**src/rtl/lock_pkg.sv**
```systemverilog
// lock_pkg: shared types and constants for the lock's keypad path.
package lock_pkg;
  localparam int NUM_KEYS = 4;
  typedef logic [1:0] key_code_t;
  typedef enum logic {IDLE, HELD} entry_state_t;
endpackage

```
**src/rtl/key_debouncer.sv**
```systemverilog
// key_debouncer: two-flop synchroniser plus saturating-count debouncer for one active-low key.
module key_debouncer #(
  parameter int DEBOUNCE_CYCLES = 500000
) (
  input  logic clock,
  input  logic reset,
  input  logic key_n,
  output logic db
);
  localparam int W = $clog2(DEBOUNCE_CYCLES);
  logic s1, s2;
  logic [W-1:0] cnt;
  always_ff @(posedge clock)
    if (reset) begin
      s1  <= 1'b0;
      s2  <= 1'b0;
      cnt <= '0;
      db  <= 1'b0;
    end else begin
      s1 <= ~key_n;
      s2 <= s1;
      if (s2 == db) cnt <= '0;
      else if (cnt == W'(DEBOUNCE_CYCLES - 1)) begin
        db  <= ~db;
        cnt <= '0;
      end else cnt <= cnt + W'(1);
    end
endmodule

```
**src/rtl/keypad_entry.sv**
```systemverilog
// keypad_entry: debounced 4-key encoder producing one strobe per press; KEYPAD_AUTOREPEAT_EN adds hold-to-repeat strobes.
module keypad_entry
  import lock_pkg::*;
#(
  parameter int DEBOUNCE_CYCLES = 500000,
  parameter int REPEAT_CYCLES   = 25000000
) (
  input  logic                clock,
  input  logic                reset,
  input  logic [NUM_KEYS-1:0] key_n,
  output logic                input_value,
  output logic [1:0]          bits,
  output logic                multi_err,
  output logic                busy
);
  logic [NUM_KEYS-1:0] db;
  entry_state_t state;
  key_code_t idx;
  logic one_hot, rep_fire;
  if (DEBOUNCE_CYCLES < 2 || REPEAT_CYCLES < 2) begin : g_bad_params
    $error("keypad_entry: DEBOUNCE_CYCLES and REPEAT_CYCLES must be >= 2");
  end
  for (genvar i = 0; i < NUM_KEYS; i++) begin : g_key
    key_debouncer #(.DEBOUNCE_CYCLES(DEBOUNCE_CYCLES)) u_deb (
      .clock (clock),
      .reset (reset),
      .key_n (key_n[i]),
      .db    (db[i])
    );
  end
  assign busy    = |db;
  assign one_hot = $onehot(db);
  always_comb begin
    idx = '0;
    for (int k = 0; k < NUM_KEYS; k++) if (db[k]) idx = key_code_t'(k);
  end
`ifdef KEYPAD_AUTOREPEAT_EN
  localparam int RW = $clog2(REPEAT_CYCLES);
  logic [RW-1:0] rcnt;
  logic rep_on, rep_run;
  // rep_on drops for good once the held set deviates from the single strobed key
  assign rep_run  = rep_on && db == (NUM_KEYS'(1) << bits);
  assign rep_fire = state == HELD && rep_run && rcnt == RW'(REPEAT_CYCLES - 1);
  always_ff @(posedge clock)
    if (reset) begin
      rcnt   <= '0;
      rep_on <= 1'b0;
    end else if (state == IDLE) begin
      rcnt   <= '0;
      rep_on <= one_hot;
    end else if (rep_run) rcnt <= rcnt == RW'(REPEAT_CYCLES - 1) ? '0 : rcnt + RW'(1);
    else begin
      rcnt   <= '0;
      rep_on <= 1'b0;
    end
`else
  assign rep_fire = 1'b0;
`endif
  always_ff @(posedge clock)
    if (reset) begin
      state       <= IDLE;
      bits        <= '0;
      input_value <= 1'b0;
      multi_err   <= 1'b0;
    end else begin
      input_value <= (state == IDLE && one_hot) || rep_fire;
      multi_err   <= state == IDLE && busy && !one_hot;
      if (state == IDLE && one_hot) bits <= idx;
      state <= busy ? HELD : IDLE;
    end
endmodule
```
**config.mk**
```make
export PLATFORM = sky130hd
export DESIGN_NAME = keypad_entry
export DESIGN_NICKNAME = d
export VERILOG_FILES = /design/src/rtl/lock_pkg.sv /design/src/rtl/key_debouncer.sv /design/src/rtl/keypad_entry.sv
export SDC_FILE = /design/constraint.sdc
export NUM_CORES = 1
export LEC_CHECK = 0
export ABC_AREA = 1
export ABC_CLOCK_PERIOD_IN_PS = 3600
export CORE_MARGIN = 2
export CORE_UTILIZATION = 65
export DETAILED_ROUTE_END_ITERATION = 16
export GPL_TIMING_DRIVEN = 0
export PLACE_DENSITY_LB_ADDON = 0.12
export REMOVE_ABC_BUFFERS = 1
export SLEW_MARGIN = 10
export SYNTH_ARGS = -nofsm -noshare
export SYNTH_HDL_FRONTEND = slang
export SYNTH_SLANG_ARGS = --single-unit
```
**constraint.sdc**
```tcl
create_clock -name clock -period 3.6 [get_ports clock]
set_clock_uncertainty 0.1 [all_clocks]
set_input_delay 0.36 -clock clock [delete_from_list [all_inputs] [get_ports clock]]
set_output_delay 0.36 -clock clock [all_outputs]
set_load 0.005 [all_outputs]
```
Word-level counts from Yosys, hierarchy flattened --
Index checks and enable logic that the tools add are counted.
Storage, ports and cells: register bits after elaboration 93, output and inout port bits 5, word-level logic and storage cells 66
Operators by class: reduce and logical (&&, ||, !) cells 13, add/sub/neg operators 7, eq/ne operators 9, bitwise logic cells 13, multiplexer cells 4
Operator list (number):
- adder 19 x 1 -> 19 bit (second input constant) | 4
- equality test 19 bit (second input constant) | 4
- inverter 1 bit | 13
- OR reduction 3 bit | 4
- AND reduction 2 bit | 4
- adder 1 x 1 -> 2 bit | 2
- equality test 1 bit | 4
- 2-to-1 mux 2 bit | 2
- OR reduction 4 bit | 1
- adder 2 x 2 -> 3 bit | 1
- equality test 3 x 1 -> 1 bit (second input constant) | 1
- logical AND 1 bit | 3
- 2-to-1 mux 1 bit | 2
- logical NOT 1 bit | 1

Longest topological paths before layout --
Gate-level depths: netlist (run 1).
word-level depth 5, depth in mapped cells 10

Hierarchy --
Synthesis (run 1) repeated with hierarchy kept, for this count alone.
Unflattened totals: cells, all modules 755, area total of the unflattened synthesis 5046.1 um2
Modules (own cells, without submodules):
- key_debouncer | area each 1189.9 um2, times used 4, cells an instance 179
- keypad_entry | area each 286.5 um2, times used 1, cells an instance 39

Worst setup path before layout (run 1) --
OpenSTA, ideal clock, no wires.
path kind register to register, start reg g_key[0].u_deb.db, end reg bits[1], data required time 3430 ps, path buffers 0, clock period less this slack 2138 ps, library setup time 70 ps, data arrival time 1969 ps, stages on the path, launching flop included 11, setup slack 1462 ps, cell sequence dfxtp_1 > inv_1 > fa_1 > inv_1 > ha_1 > ha_1 > nor3b_1 > nand2_1 > inv_1 > o21ai_0 > a21oi_1
On the way: cells in the longest elaborated chain, start to end 4
Ends and longest elaborated chain:
- start, declared | line key_debouncer.sv:8 | output logic db
- start signal, assigned | line key_debouncer.sv:24 | db <= ~db;
- adder 1 x 1 -> 2 bit (not written as such) | line keypad_entry.sv:32 | assign one_hot = $onehot(db);
- adder 2 x 2 -> 3 bit (not written as such) | line keypad_entry.sv:32
- equality test 3 x 1 -> 1 bit | line keypad_entry.sv:32
- logical AND 1 bit | line keypad_entry.sv:68 | if (state == IDLE && one_hot) bits <= idx;
- end signal, assigned | line keypad_entry.sv:68
- end, declared | line keypad_entry.sv:12 | output logic [1:0] bits,
Every way passes these cells. A chain may end at the register's enable or synchronous reset.

Worst setup path in the final report (run 1) --
Ends and elaborated chain as after synthesis.

==> out/qor.txt, run 1 <==
leakage power -> 0.001626 µW
Pins Over Slew Limit -> 0
status -> finished clean
CTS root buf -> clkbuf_8
total chip power -> 1853 µW
Final Util -> 73.24%
Post-synth EDFFs -> 0
cell area power density -> 372.5 nW/µm²
Seq cells post-synth -> 93
drt total wl -> 8952 µm
DRC violations left -> 0
Pre-antenna DRT Iters -> 5
Worst Path Arrival -> 2.59 ns
post-synthesis area per instance -> 6.736 µm²
ANT nets after route -> 0
WP data required -> 3.80 ns
final hold viol count -> 0
Initial Util -> 67.22%
Post-CTS Setup Inserts -> 0
PostCTS Resize Cnt -> 0
routability congestion estimate from global placement -> 0.9362
Worst VDD drop -> 0.0003366 V
Setup WS pre-CTS -> 1.241 ns
CTS tree -> yes
crit path capture type -> flip-flop
vias in the first global route -> 3725
sequential area share after synthesis -> 40.77%
clock sink count -> 93
CP Max Fanout -> 3
Die Ht -> 87.82 µm
top cells by count, synth -> nand2_1 (159), nor2_1 (159), dfxtp_1 (93)
area grow syn2layout -> 8.959%
die width -> 87.82 µm
core area -> 6794 µm²
post-synth cell types -> 28
port buffer count -> 10
First DRT Iteration DRCs -> 167
Clk pin slew, worst setup/hold paths -> 0.10 ns
area post-placement -> 4746 µm²
Vias -> 4136
fmax -> 417.2 MHz
worst slew pin tran -> 0.6623 ns
setup TNS -> 0 ns
largest net degree at the start of global routing -> 20
share of the synthesized area in the top cell type -> 40.77%
initial antenna violation count -> 0
cts bufs inserted -> 9
global-route wire length before repair -> 15630 µm
maximum root-to-sink buffer count -> 2
gr usage total -> 24.97%
synth warn -> 0
Cells after Synth -> 678
Layout Nets -> 708
main flop type after synthesis -> dfxtp_1
dpl hpwl -> 6550 µm
Tcrit/Tclk final -> 66.59%
Slew HR -> 55.82%
ANT cells -> 0
CTS Hold Bufs -> 0
design area -> 4976 µm²
Clk Latency, worst-skew pair -> 0.37 ns
FP Rows -> 30
post-layout minimum cycle time -> 2.397 ns
I/O pin count -> 11
number of max-cap violations -> 0
Post-Synthesis Cell Area -> 4567 µm²
final setup margin -> 1.203 ns
share of layout cells above drive strength 1 -> 5.293%
H-tree depth -> 3
largest cells by area after synthesis -> dfxtp_1 (41%), nand2_1 (13%), nor2_1 (13%), inv_1 (6.2%), nand3_1 (5.4%)
leading area contributor after synthesis -> dfxtp_1
Post-synth ARST share -> 0%
HP Class -> reg -> reg
die area -> 7712 µm²
Setup CP Type -> reg -> reg
total grt overflow -> 0
final setup vio count -> 0
unrepaired setup endpoints after global routing -> no
startpoint types -> flip-flop
WL/cell -> 11.26 µm
vias per inst -> 5.203
[path summary, 6_finish.rpt]
check / to / slack, ns / from / cells past startpoint
max reg2reg: bits[1] / 1.20 / g_key[0].u_deb.db / 10
min: g_key[0].u_deb.s2 / 0.31 / g_key[0].u_deb.s1 / 2
max: bits[1] / 1.20 / g_key[0].u_deb.db / 10
min reg2reg: g_key[0].u_deb.s2 / 0.31 / g_key[0].u_deb.s1 / 2
[cells in the final DEF, fill, tap and decap left out, types with 2 or more instances in the layout]
cell             Yosys  final
nor2_2               2      2
ha_1                 7      7
o21ai_0             15     15
clkinvlp_4           0      2
or2_0                3      3
inv_1               75     75
bufinv_16            0      2
nand4_1             14     14
nand2_1            159    159
clkbuf_8             0      9
inv_2                2      2
nand3_2              2      2
xnor2_1              8      8
dfxtp_1             93     93
nand3_1             49     49
nor3_1               7      7
clkdlybuf4s50_1      0     10
nor2_1             159    159
nor2_4               2      2
xor2_1              21     21
or2_2                8      8
inv_8                0      2
nand2_2              3      3
a21oi_1             38     38
[registers in the layout (all words and copies together) (netlist names)]
register,count
g_key.u_deb.s2,4
multi_err,1
bits,2
g_key.u_deb.cnt,76
state,1
g_key.u_deb.db,4
g_key.u_deb.s1,4
input_value,1
[layer usage]
layer,wire [µm],global-route usage (%)
met3,408,5.844
met1,4031,30.76
met5,0,0
met4,149,7.273
met2,4362,43.53
[cell families after synthesis]
group                      after synthesis  synth area share [%]
AOI/OAI and AO/OA                       55                 6.219
DFF                                     93                 40.77
buffers and inverters                   82                 7.233
adders and majority gates                8                 2.356
and+or+nand+nor                        411                 37.86
xor gates and xnor gates                29                 5.562
[area by class of cell]
class	count	area, µm²
well taps	96	120.1
clock inverters	7	106.4
inverters	77	289.0
multi-input cells	503	2375
clock buffers	9	123.9
fillers	552	1818
flip-flops and latches	93	1862
repair buffers	10	100.1
[power by group]
| part | internal, µW | total, µW | switching [µW] |
|---|---|---|---|
| Combinational | 9.53 | 24.5 | 15.0 |
| Sequential | 1030 | 1040 | 3.19 |
| Clock | 403 | 792 | 390 |
[critical path, cell delays in order (launching register included)]
cell     delay, ns
dfxtp_1       0.36
inv_1         0.10
fa_1          0.55
inv_1         0.05
ha_1          0.19
ha_1          0.28
nor3b_1       0.27
nand2_1       0.14
inv_1         0.11
o21ai_0       0.07
a21oi_1       0.12
[through the flow]
stage / cells / hold slack [ns]
after global routing: 795 / 0.3114
after CTS: 795 / 0.3071
after global placement: 779 / 0.2913
after floorplan: 673 / 0.2883
after detailed placement: 779 / 0.2929
final: 795 / 0.3075
Power figures use the tool's default switching activity.
==> run 2: changes to the inputs <==
--- a/config.mk
+++ b/config.mk
@@ -6,9 +6,9 @@
 export NUM_CORES = 1
 export LEC_CHECK = 0
 export ABC_AREA = 1
-export ABC_CLOCK_PERIOD_IN_PS = 3600
+export ABC_CLOCK_PERIOD_IN_PS = 2250
 export CORE_MARGIN = 2
-export CORE_UTILIZATION = 65
+export CORE_UTILIZATION = 62
 export DETAILED_ROUTE_END_ITERATION = 16
 export GPL_TIMING_DRIVEN = 0
 export PLACE_DENSITY_LB_ADDON = 0.12
==> constraint.sdc (replaced) <==
create_clock -name clock -period 2.25 [get_ports clock]
set_clock_uncertainty 0.1 [all_clocks]
set_input_delay 0.225 -clock clock [delete_from_list [all_inputs] [get_ports clock]]
set_output_delay 0.225 -clock clock [all_outputs]
set_load 0.005 [all_outputs]
==> out/qor.txt, run 2 (synthesis gave the netlist of run 1 again) <==
Layout Nets -> 711
most common cell after layout, fill and taps aside -> nor2_1
Comb pwr share -> 1.4%
largest net degree at the start of global routing -> 20
port buffer count -> 10
Setup CP Type -> reg -> reg
Slew HR -> 55.15%
die area -> 8069 µm²
I/O pin count -> 11
Clock Power Share -> 39.5%
Internal -> 2210 µW
CTS root buf -> clkbuf_8
area post-placement -> 4750 µm²
initial antenna violation count -> 0
Psw -> 597.9 µW
startpoint types -> flip-flop
number of max-cap violations -> 0
Seq pwr share -> 59.0%
share of layout cells above drive strength 1 -> 7.123%
CTS tree -> yes
leakage power -> 0.001636 µW
cell area power density -> 561.7 nW/µm²
most frequent cells in the layout -> nor2_1 (159), nand2_1 (158), dfxtp_1 (90)
ANT nets after route -> 0
total chip power -> 2808 µW
vias in the first global route -> 3679
worst slew pin tran -> 0.6722 ns
core area -> 7176 µm²
fmax -> 461.4 MHz
most numerous cell on the critical path -> inv_2
die width -> 89.83 µm
CP Max Fanout -> 3
WP data required -> 2.44 ns
CP Cell Sequence -> inv_2 > fa_1 > inv_1 > ha_2 > ha_4 > nor3b_2 > nand2_2 > inv_2 > o21ai_0 > a21oi_1
Vias -> 4055
switch share -> 21.29%
setup TNS -> 0 ns
hold_ws -> 0.2647 ns
Worst Path Arrival -> 2.36 ns
Placed Cells -> 782
CTS Hold Bufs -> 0
Pre-antenna DRT Iters -> 5
Worst VDD drop -> 0.0003410 V
max reg flops -> 76
dpl hpwl -> 6402 µm
Most flops, register -> g_key.u_deb.cnt
crit path capture type -> flip-flop
WL/cell -> 10.88 µm
HP Class -> in -> reg
post-layout minimum cycle time -> 2.167 ns
final hold viol count -> 0
CP max-delay cell -> fa_1
FP Rows -> 31
total grt overflow -> 0
cts bufs inserted -> 9
maximum root-to-sink buffer count -> 2
status -> finished clean
global-route wire length before repair -> 15210 µm
vias per inst -> 5.062
gr usage total -> 22.38%
First DRT Iteration DRCs -> 115
drt total wl -> 8714 µm
clock sink count -> 93
Initial Util -> 63.64%
final setup vio count -> 0
final non-filler cell total -> 801
routability congestion estimate from global placement -> 0.9203
design area -> 4999 µm²
H-tree depth -> 3
Clk Latency, worst-skew pair -> 0.36 ns
ANT cells -> 0
Die Ht -> 89.83 µm
DRC violations left -> 0
area grow syn2layout -> 9.452%
Pins Over Slew Limit -> 0
Clk pin slew, worst setup/hold paths -> 0.09 ns
# fillers -> 640
Largest stage delay, worst path -> 0.54 ns
Tcrit/Tclk final -> 96.32%
run 2: cell count changes in the layout (fill, tap and decap cells not counted), sizes merged:
cell	before	now
bufinv	2	1
clkinv	0	5
clkbuf	9	10
clkinvlp	2	0
buf	0	3
inv	80	77
run 2: worst paths after layout:
check | from | end | slack (ns) | cells after the start
min | key_n[0] | g_key[0].u_deb.s1 | 0.26 | 2
min reg2reg | g_key[2].u_deb.s1 | g_key[2].u_deb.s2 | 0.31 | 2
max reg2reg | g_key[0].u_deb.db | bits[1] | 0.08 | 10
max | g_key[0].u_deb.db | bits[1] | 0.08 | 10
run 2: routing by layer:
metal	share of wire, %	up-vias	track usage (%)
li1	-	2157	-
met1	49	1841	28.17
met2	47	49	38.45
met3	3.4	8	5.029
met4	1.2	0	6.923
met5	0	-	0
run 2: layout make-up:
class / count / area (µm²) / share of cell area, %
clock inverter: 6 / 62.56 / 1.252
multi-input combinational: 503 / 2397 / 47.96
clock buffer: 10 / 137.6 / 2.753
sequential: 93 / 1866 / 37.32
inverter: 77 / 289.0 / 5.782
tap: 99 / 123.9 / 2.478
timing repair buffer: 13 / 122.6 / 2.453
run 2: critical path, delay by kind of cell, from the launching register on:
family                     cells  cell delay (ns)
buffers and inverters          3             0.17
and+or+nand+nor                2             0.35
adders and majority gates      3             0.95
DFF                            1             0.34
AOI/OAI and AO/OA              2             0.18
run 2: what timing repair did:
action	CTS	global route
endpoints found under the hold margin	0	0
pin swaps	2	3
buffers inserted	1	2
resized for setup	2	8
setup endpoints to repair	2	3
run 2: power by group through the flow:
| stage | combinational (µW) | clock [µW] | sequential (µW) |
|---|---|---|---|
| final | 40.0 | 1110 | 1660 |
| after global routing | 45.4 | 1210 | 1660 |
| after CTS | 40.2 | 1150 | 1660 |
| after detailed placement | 40.2 | 0 | 1700 |
| after global placement | 39.3 | 0 | 1700 |
| after floorplan | 21.5 | 0 | 1700 |
run 2: per-stage QoR:
stage / setup WS, ns / utilization [%]
2_1_floorplan: 0.1115 / -
3_3_place_gp: -0.01073 / 66.19
3_5_place_dp: -0.09679 / 66.19
4_1_cts: 0.001542 / 69.17
5_1_grt: -0.07813 / 69.66
6_report: 0.08290 / 69.66
